`config.mk`:
```
export PLATFORM = sky130hd
export DESIGN_NAME = alu_issue_arbiter
export DESIGN_NICKNAME = d
export VERILOG_FILES = /design/src/rtl/alu_issue_arbiter.sv
export SDC_FILE = /design/constraint.sdc
export NUM_CORES = 1
export LEC_CHECK = 0
export CORE_AREA = 8 8 113 115
export DETAILED_ROUTE_END_ITERATION = 7
export DIE_AREA = 0 0 121 123
export PLACE_DENSITY = 0.71
export SLEW_MARGIN = 10
export SYNTH_ARGS = -nofsm -noshare
export SYNTH_HDL_FRONTEND = slang
export SYNTH_SLANG_ARGS = --single-unit
```
`constraint.sdc`:
```
create_clock -name clk -period 1.6 [get_ports clk]
set_input_delay 0.24 -clock clk [delete_from_list [all_inputs] [get_ports clk]]
set_output_delay 0.24 -clock clk [all_outputs]
set_load 0.01 [all_outputs]
```
`src/rtl/alu_issue_arbiter.sv`:
```
// alu_issue_arbiter
// Shares one integer ALU between the two issue lanes. Each cycle the arbiter
// picks at most one lane (round-robin when both request) and drives that
// lane's fields to the ALU. It captures the ALU's same-cycle result in a
// one-entry response buffer that the writeback/branch consumer drains.
//
// Optional build macro: ALU_ARB_STATS_EN adds 32-bit grant/stall counters
// (grant_cnt_0, grant_cnt_1, stall_cnt). Without it the ports and counters do
// not exist and the rest of the behaviour is unchanged.
//
// Handshake rules, request and response side alike:
//   - A transfer happens on a rising edge where valid && ready.
//   - ready may depend on valid, but valid never depends on ready.
//   - A producer holds valid and its payload stable while valid && !ready.

module alu_issue_arbiter #(
    parameter int unsigned WIDTH = 32,
    parameter int unsigned OP    = 4,
    parameter int unsigned TAG   = 4
) (
    input  logic             clk,
    input  logic             rst_n,

    // Issue lane 0
    input  logic             req_valid_0,
    output logic             req_ready_0,
    input  logic [WIDTH-1:0] req_rs1_0,
    input  logic [WIDTH-1:0] req_rs2_0,
    input  logic [OP-1:0]    req_op_0,
    input  logic [4:0]       req_shamt_0,
    input  logic [TAG-1:0]   req_tag_0,

    // Issue lane 1
    input  logic             req_valid_1,
    output logic             req_ready_1,
    input  logic [WIDTH-1:0] req_rs1_1,
    input  logic [WIDTH-1:0] req_rs2_1,
    input  logic [OP-1:0]    req_op_1,
    input  logic [4:0]       req_shamt_1,
    input  logic [TAG-1:0]   req_tag_1,

    // Shared ALU (purely combinational on the far side)
    output logic [WIDTH-1:0] alu_rs1,
    output logic [WIDTH-1:0] alu_rs2,
    output logic [OP-1:0]    alu_op,
    output logic [4:0]       alu_shamt,
    input  logic [WIDTH-1:0] alu_result,
    input  logic             alu_branch,

    // Response buffer towards writeback / branch resolution
    output logic             rsp_valid,
    input  logic             rsp_ready,
    output logic             rsp_lane,
    output logic [TAG-1:0]   rsp_tag,
    output logic [WIDTH-1:0] rsp_result,
    output logic             rsp_branch,
    output logic             rsp_illegal
`ifdef ALU_ARB_STATS_EN
    ,
    output logic [31:0]      grant_cnt_0,
    output logic [31:0]      grant_cnt_1,
    output logic [31:0]      stall_cnt
`endif
);

    // Opcodes 0..13 are implemented by the ALU; anything above is illegal.
    localparam logic [OP-1:0] LAST_LEGAL_OP = OP'(13);

    // ------------------------------------------------------------------
    // State
    // ------------------------------------------------------------------
    logic             prio_q,        prio_d;        // lane that wins a tie
    logic             rsp_valid_q,   rsp_valid_d;
    logic             rsp_lane_q,    rsp_lane_d;
    logic [TAG-1:0]   rsp_tag_q,     rsp_tag_d;
    logic [WIDTH-1:0] rsp_result_q,  rsp_result_d;
    logic             rsp_branch_q,  rsp_branch_d;
    logic             rsp_illegal_q, rsp_illegal_d;

    // ------------------------------------------------------------------
    // Arbitration signals
    // ------------------------------------------------------------------
    logic             any_valid;
    logic             grant_lane;
    logic             can_accept;
    logic             accept;
    logic [TAG-1:0]   sel_tag;
    logic             op_illegal;

    // Pick the lane: a lone requester always wins, a tie goes to prio_q.
    always_comb begin
        any_valid  = req_valid_0 | req_valid_1;
        grant_lane = 1'b0;
        if (req_valid_0 && req_valid_1) begin
            grant_lane = prio_q;
        end else begin
            grant_lane = req_valid_1;
        end
    end

    // The buffer can take a new result when empty or being drained this cycle.
    always_comb begin
        can_accept  = !rsp_valid_q || rsp_ready;
        accept      = can_accept && any_valid;
        req_ready_0 = accept && !grant_lane;
        req_ready_1 = accept &&  grant_lane;
    end

    // Route the granted lane to the ALU; idle ALU sees all-zero (add 0,0).
    always_comb begin
        alu_rs1   = '0;
        alu_rs2   = '0;
        alu_op    = '0;
        alu_shamt = '0;
        sel_tag   = '0;
        if (any_valid) begin
            if (grant_lane) begin
                alu_rs1   = req_rs1_1;
                alu_rs2   = req_rs2_1;
                alu_op    = req_op_1;
                alu_shamt = req_shamt_1;
                sel_tag   = req_tag_1;
            end else begin
                alu_rs1   = req_rs1_0;
                alu_rs2   = req_rs2_0;
                alu_op    = req_op_0;
                alu_shamt = req_shamt_0;
                sel_tag   = req_tag_0;
            end
        end
    end

    // Flag opcodes the ALU does not implement; their result is discarded.
    always_comb begin
        op_illegal = any_valid && (alu_op > LAST_LEGAL_OP);
    end

    // Next-state for the response buffer and the round-robin pointer.
    always_comb begin
        prio_d        = prio_q;
        rsp_valid_d   = rsp_valid_q;
        rsp_lane_d    = rsp_lane_q;
        rsp_tag_d     = rsp_tag_q;
        rsp_result_d  = rsp_result_q;
        rsp_branch_d  = rsp_branch_q;
        rsp_illegal_d = rsp_illegal_q;

        if (accept) begin
            // Loser of this grant becomes favourite for the next tie.
            prio_d        = ~grant_lane;
            rsp_valid_d   = 1'b1;
            rsp_lane_d    = grant_lane;
            rsp_tag_d     = sel_tag;
            rsp_result_d  = op_illegal ? '0   : alu_result;
            rsp_branch_d  = op_illegal ? 1'b0 : alu_branch;
            rsp_illegal_d = op_illegal;
        end else if (rsp_ready) begin
            // Drained with nothing new arriving: buffer empties, payload kept.
            rsp_valid_d   = 1'b0;
        end
    end

    // State registers with synchronous active-low reset.
    always_ff @(posedge clk) begin
        if (!rst_n) begin
            prio_q        <= 1'b0;
            rsp_valid_q   <= 1'b0;
            rsp_lane_q    <= 1'b0;
            rsp_tag_q     <= '0;
            rsp_result_q  <= '0;
            rsp_branch_q  <= 1'b0;
            rsp_illegal_q <= 1'b0;
        end else begin
            prio_q        <= prio_d;
            rsp_valid_q   <= rsp_valid_d;
            rsp_lane_q    <= rsp_lane_d;
            rsp_tag_q     <= rsp_tag_d;
            rsp_result_q  <= rsp_result_d;
            rsp_branch_q  <= rsp_branch_d;
            rsp_illegal_q <= rsp_illegal_d;
        end
    end

    // Response outputs come straight from the buffer registers.
    always_comb begin
        rsp_valid   = rsp_valid_q;
        rsp_lane    = rsp_lane_q;
        rsp_tag     = rsp_tag_q;
        rsp_result  = rsp_result_q;
        rsp_branch  = rsp_branch_q;
        rsp_illegal = rsp_illegal_q;
    end

`ifdef ALU_ARB_STATS_EN
    // ------------------------------------------------------------------
    // Statistics: per-lane grants and cycles where a request went unserved
    // ------------------------------------------------------------------
    logic [31:0] grant_cnt_0_q, grant_cnt_0_d;
    logic [31:0] grant_cnt_1_q, grant_cnt_1_d;
    logic [31:0] stall_cnt_q,   stall_cnt_d;

    // Counter increments; all wrap naturally at 2^32.
    always_comb begin
        grant_cnt_0_d = grant_cnt_0_q;
        grant_cnt_1_d = grant_cnt_1_q;
        stall_cnt_d   = stall_cnt_q;
        if (req_ready_0) begin
            grant_cnt_0_d = grant_cnt_0_q + 32'd1;
        end
        if (req_ready_1) begin
            grant_cnt_1_d = grant_cnt_1_q + 32'd1;
        end
        if (any_valid && !accept) begin
            stall_cnt_d   = stall_cnt_q + 32'd1;
        end
    end

    // Counter registers with synchronous active-low reset.
    always_ff @(posedge clk) begin
        if (!rst_n) begin
            grant_cnt_0_q <= '0;
            grant_cnt_1_q <= '0;
            stall_cnt_q   <= '0;
        end else begin
            grant_cnt_0_q <= grant_cnt_0_d;
            grant_cnt_1_q <= grant_cnt_1_d;
            stall_cnt_q   <= stall_cnt_d;
        end
    end

    // Expose the counters.
    always_comb begin
        grant_cnt_0 = grant_cnt_0_q;
        grant_cnt_1 = grant_cnt_1_q;
        stall_cnt   = stall_cnt_q;
    end
`endif

endmodule

```
==> out/results.ini <==
[detailed_routing]
wl_per_cell_um=18.5
drtPass1Iterations=5
wl_um=16500
via_count=4172
ant_nets=0
drc_errors=0
via_per_inst=4.66
drtIter0Drc=228

[timing]
fin_crit_sh_pct=110
grt_setup_unrepaired=yes
worst_hold_slack_ns=0.455
setup_viol=94
layout_setup_ws_ns=-0.158
slew_violations=0
clock.fmax_ghz=0.569
finalClockSkew_ns=0.00448
maxSlewHeadroom_pct=74.2
worst_slew_pin_slew_ns=0.387
hold_violations=0
fin_crit_ns=1.76

[setup_path]
r2r_end=rsp_result[4]$_SDFFE_PN0P_
crit_slowest_cell=dfxtp_2
worstReg2RegStart=prio_q$_SDFFE_PN0P_
crit_buf_inv=3
cp_data_required_time_ns=1.36
critPathMaxFanout=7
crit_family=buffers and inverters
reg2reg_slack_ns=-0.07
crit_path_max_incr_delay_ns=0.32
cp-end-kind=output port
critPathKind=reg2out
path_cells=nand2b_4 > and2_4 > buf_12 > clkbuf_16 > nand2_2 > o21ai_1 > buf_2
ff2ff_path_depth=7
startpoint_type=flip-flop
crit_arrival_ns=1.52

[grt]
track_usage_pct=19.5
met1_usage_pct=20.3
grt_pass1_vias=4244
antenna_found_initial=1
grt_pass1_wl_um=23300
gr-max-usage-layer=met2
grt_use_met3_pct=6.99
grt_max_degree=40
grt-ovfl-total=0
use_met2_pct=36.4

[yosys]
syn_avg_cell_area_um2=6.32
yosysSeqAreaShare_pct=30.9
netlist_area_um2=2660
synth_top_area_share_pct=30.9
syn_nets=612
synthAdderAreaFrac_pct=0
yosysUniqueCellTypes=23
synth_compound_area_share_pct=28.5
synth_area_leaders=dfxtp_1 (31%), nand2_1 (30%), o21ai_0 (14%), a21oi_2 (9.9%), clkbuf_1 (2.7%)
synth_top_family_by_area=simple AND/OR/NAND/NOR gates
synth_simple_gate_area_share_pct=31.6
synthXorXnorAreaFrac_pct=0
netlist_instances=420
ys_seq_elements=41
synth.area.mux_share_pct=1.51
yosys.area.top_type=dfxtp_1
yosys_warnings=0

[floorplan]
die_height_um=123
start_util_pct=24.0
die_area_um2=14900
num_rows=39
io_pins=307
die_width_um=121
coreArea_um2=11100

[hold_path]
holdPathEnd=rsp_lane$_SDFFE_PN0P_
hold_start=rsp_lane$_SDFFE_PN0P_
hold_class=reg2reg
min_path_cells=2

[power]
power_density_nw_per_um2=606
power_uw=3980
p_leak_uw=0.00283
ir_drop_v=0.000732

[clock_tree]
cts_max_path_buffers=2
clk_pin_slew_worst_paths_ns=0.06
clock-root-buffer=clkbuf_16
clkLatencyLatePin_ns=0.28
cts_buffers=5
cts_sinks=41
hold_buffers=0
cts_tree=yes
htree_levels=2

[status]
violations=negative setup slack
status=complete, but fails checks

[placement]
io_buffer_count=306
gp_congestion=0.882
dpl.hpwl_um=12400
place_inst=865

[finish]
final_cell_count_no_fill=895
nets=942
area_growth_pct=147
drive_gt1_share_pct=33.2
utilization_pct=59.3

[run]
cap_violations=0

## area by class of cell
cell class,instances,area [µm²]
Antenna cell,1,2.50
Multi-Input combinational cell,343,1980
Timing Repair Buffer,357,3440
Inverter,2,7.51
Tap cell,143,179
Clock buffer,7,133
Sequential cell,41,822
Fill cell,986,4510
Clock inverter,1,7.51
## power by group
part / leakage [µW] / total [µW] / internal, µW / switching (µW)
clock: 0.0000641 / 959 / 579 / 380
combinational: 0.00242 / 1890 / 1070 / 812
sequential: 0.000339 / 1130 / 1100 / 37.4
total: 0.00283 / 3980 / 2750 / 1230
## tightest hold or removal path: stages (launching register included)
cell,delay [ns]
dfxtp_1,0.31
nand2_1,0.05
a21oi_1,0.05
## how the worst max path moves through the flow
stage | from | endpoint | cells past startpoint
after global placement | req_valid_1 | alu_rs1[18] | 6
after global routing | prio_q$_SDFFE_PN0P_ | alu_rs1[9] | 7
after CTS | prio_q$_SDFFE_PN0P_ | alu_rs1[1] | 7
final | prio_q$_SDFFE_PN0P_ | alu_rs1[9] | 7
after floorplan | prio_q$_SDFFE_PN0P_ | alu_rs1[0] | 7
after detailed placement | req_valid_1 | alu_rs2[23] | 6
## cell families after synthesis
group / after synthesis
and+or+nand+nor: 219
AOI/OAI and AO/OA: 119
DFF: 41
buffers and inverters: 37
muxes: 4
## layout by cell type (no fill, tap or decap), types with 3 or more instances in the layout
cell type,count
o21ai_1,27
buf_12,8
a21oi_1,6
nand2_4,12
nand2_2,19
nor2_1,3
o21ai_0,6
clkbuf_16,12
buf_6,10
buf_4,23
o21ai_2,41
a32o_2,3
dfxtp_1,40
clkdlybuf4s50_1,229
nand2_1,178
buf_2,72
a21oi_2,31
buf_8,3
buf_16,4
mux2i_1,4
## per-stage QoR
stage	TNS (ns)	worst slack (ns)	instance area (µm²)
after detailed placement	-56.80	-0.598	6000
after global routing	-14.49	-0.233	6570
after floorplan	0	0.0336	2660
final	-7.84	-0.158	6570
after CTS	-12.88	-0.179	6110
after global placement	-53.53	-0.552	6000
## synthesized netlist by cell type
cell and number:
a21boi_4 1, a21oi_1 9, inv_1 2, o21ai_0 74, nor2b_1 1, nand4_1 1
buf_4 6, a41o_4 1, nand2b_1 1, nor2_1 3, clkbuf_1 19, o211a_1 1
nand2_1 209, nor3_1 1, a21oi_2 30, or2_2 1, and2_1 1, a32o_1 3
mux2i_1 4, dfxtp_1 41, buf_6 4, nor2_2 1, buf_2 6
## what timing repair did
item / in CTS / in global routing
setup endpoints to repair: 109 / 111
pin swaps: 10 / 31
resized for setup: 438 / 92
buffers inserted: 8 / 2
cloned: 6 / 9
## flip-flops by register name, summed over array words and instances (netlist names)
register	flops
rsp_valid	1
rsp_branch	1
rsp_tag	4
rsp_lane	1
rsp_illegal	1
prio_q	1
rsp_result	32
## routing by layer
metal	wire length, µm	up-vias	share of wire [%]
li1	-	2033	-
met1	5960	1934	36
met2	8690	186	53
met3	1580	19	9.6
met4	308	0	1.9
met5	0	-	0
Power figures use the tool's default switching activity.
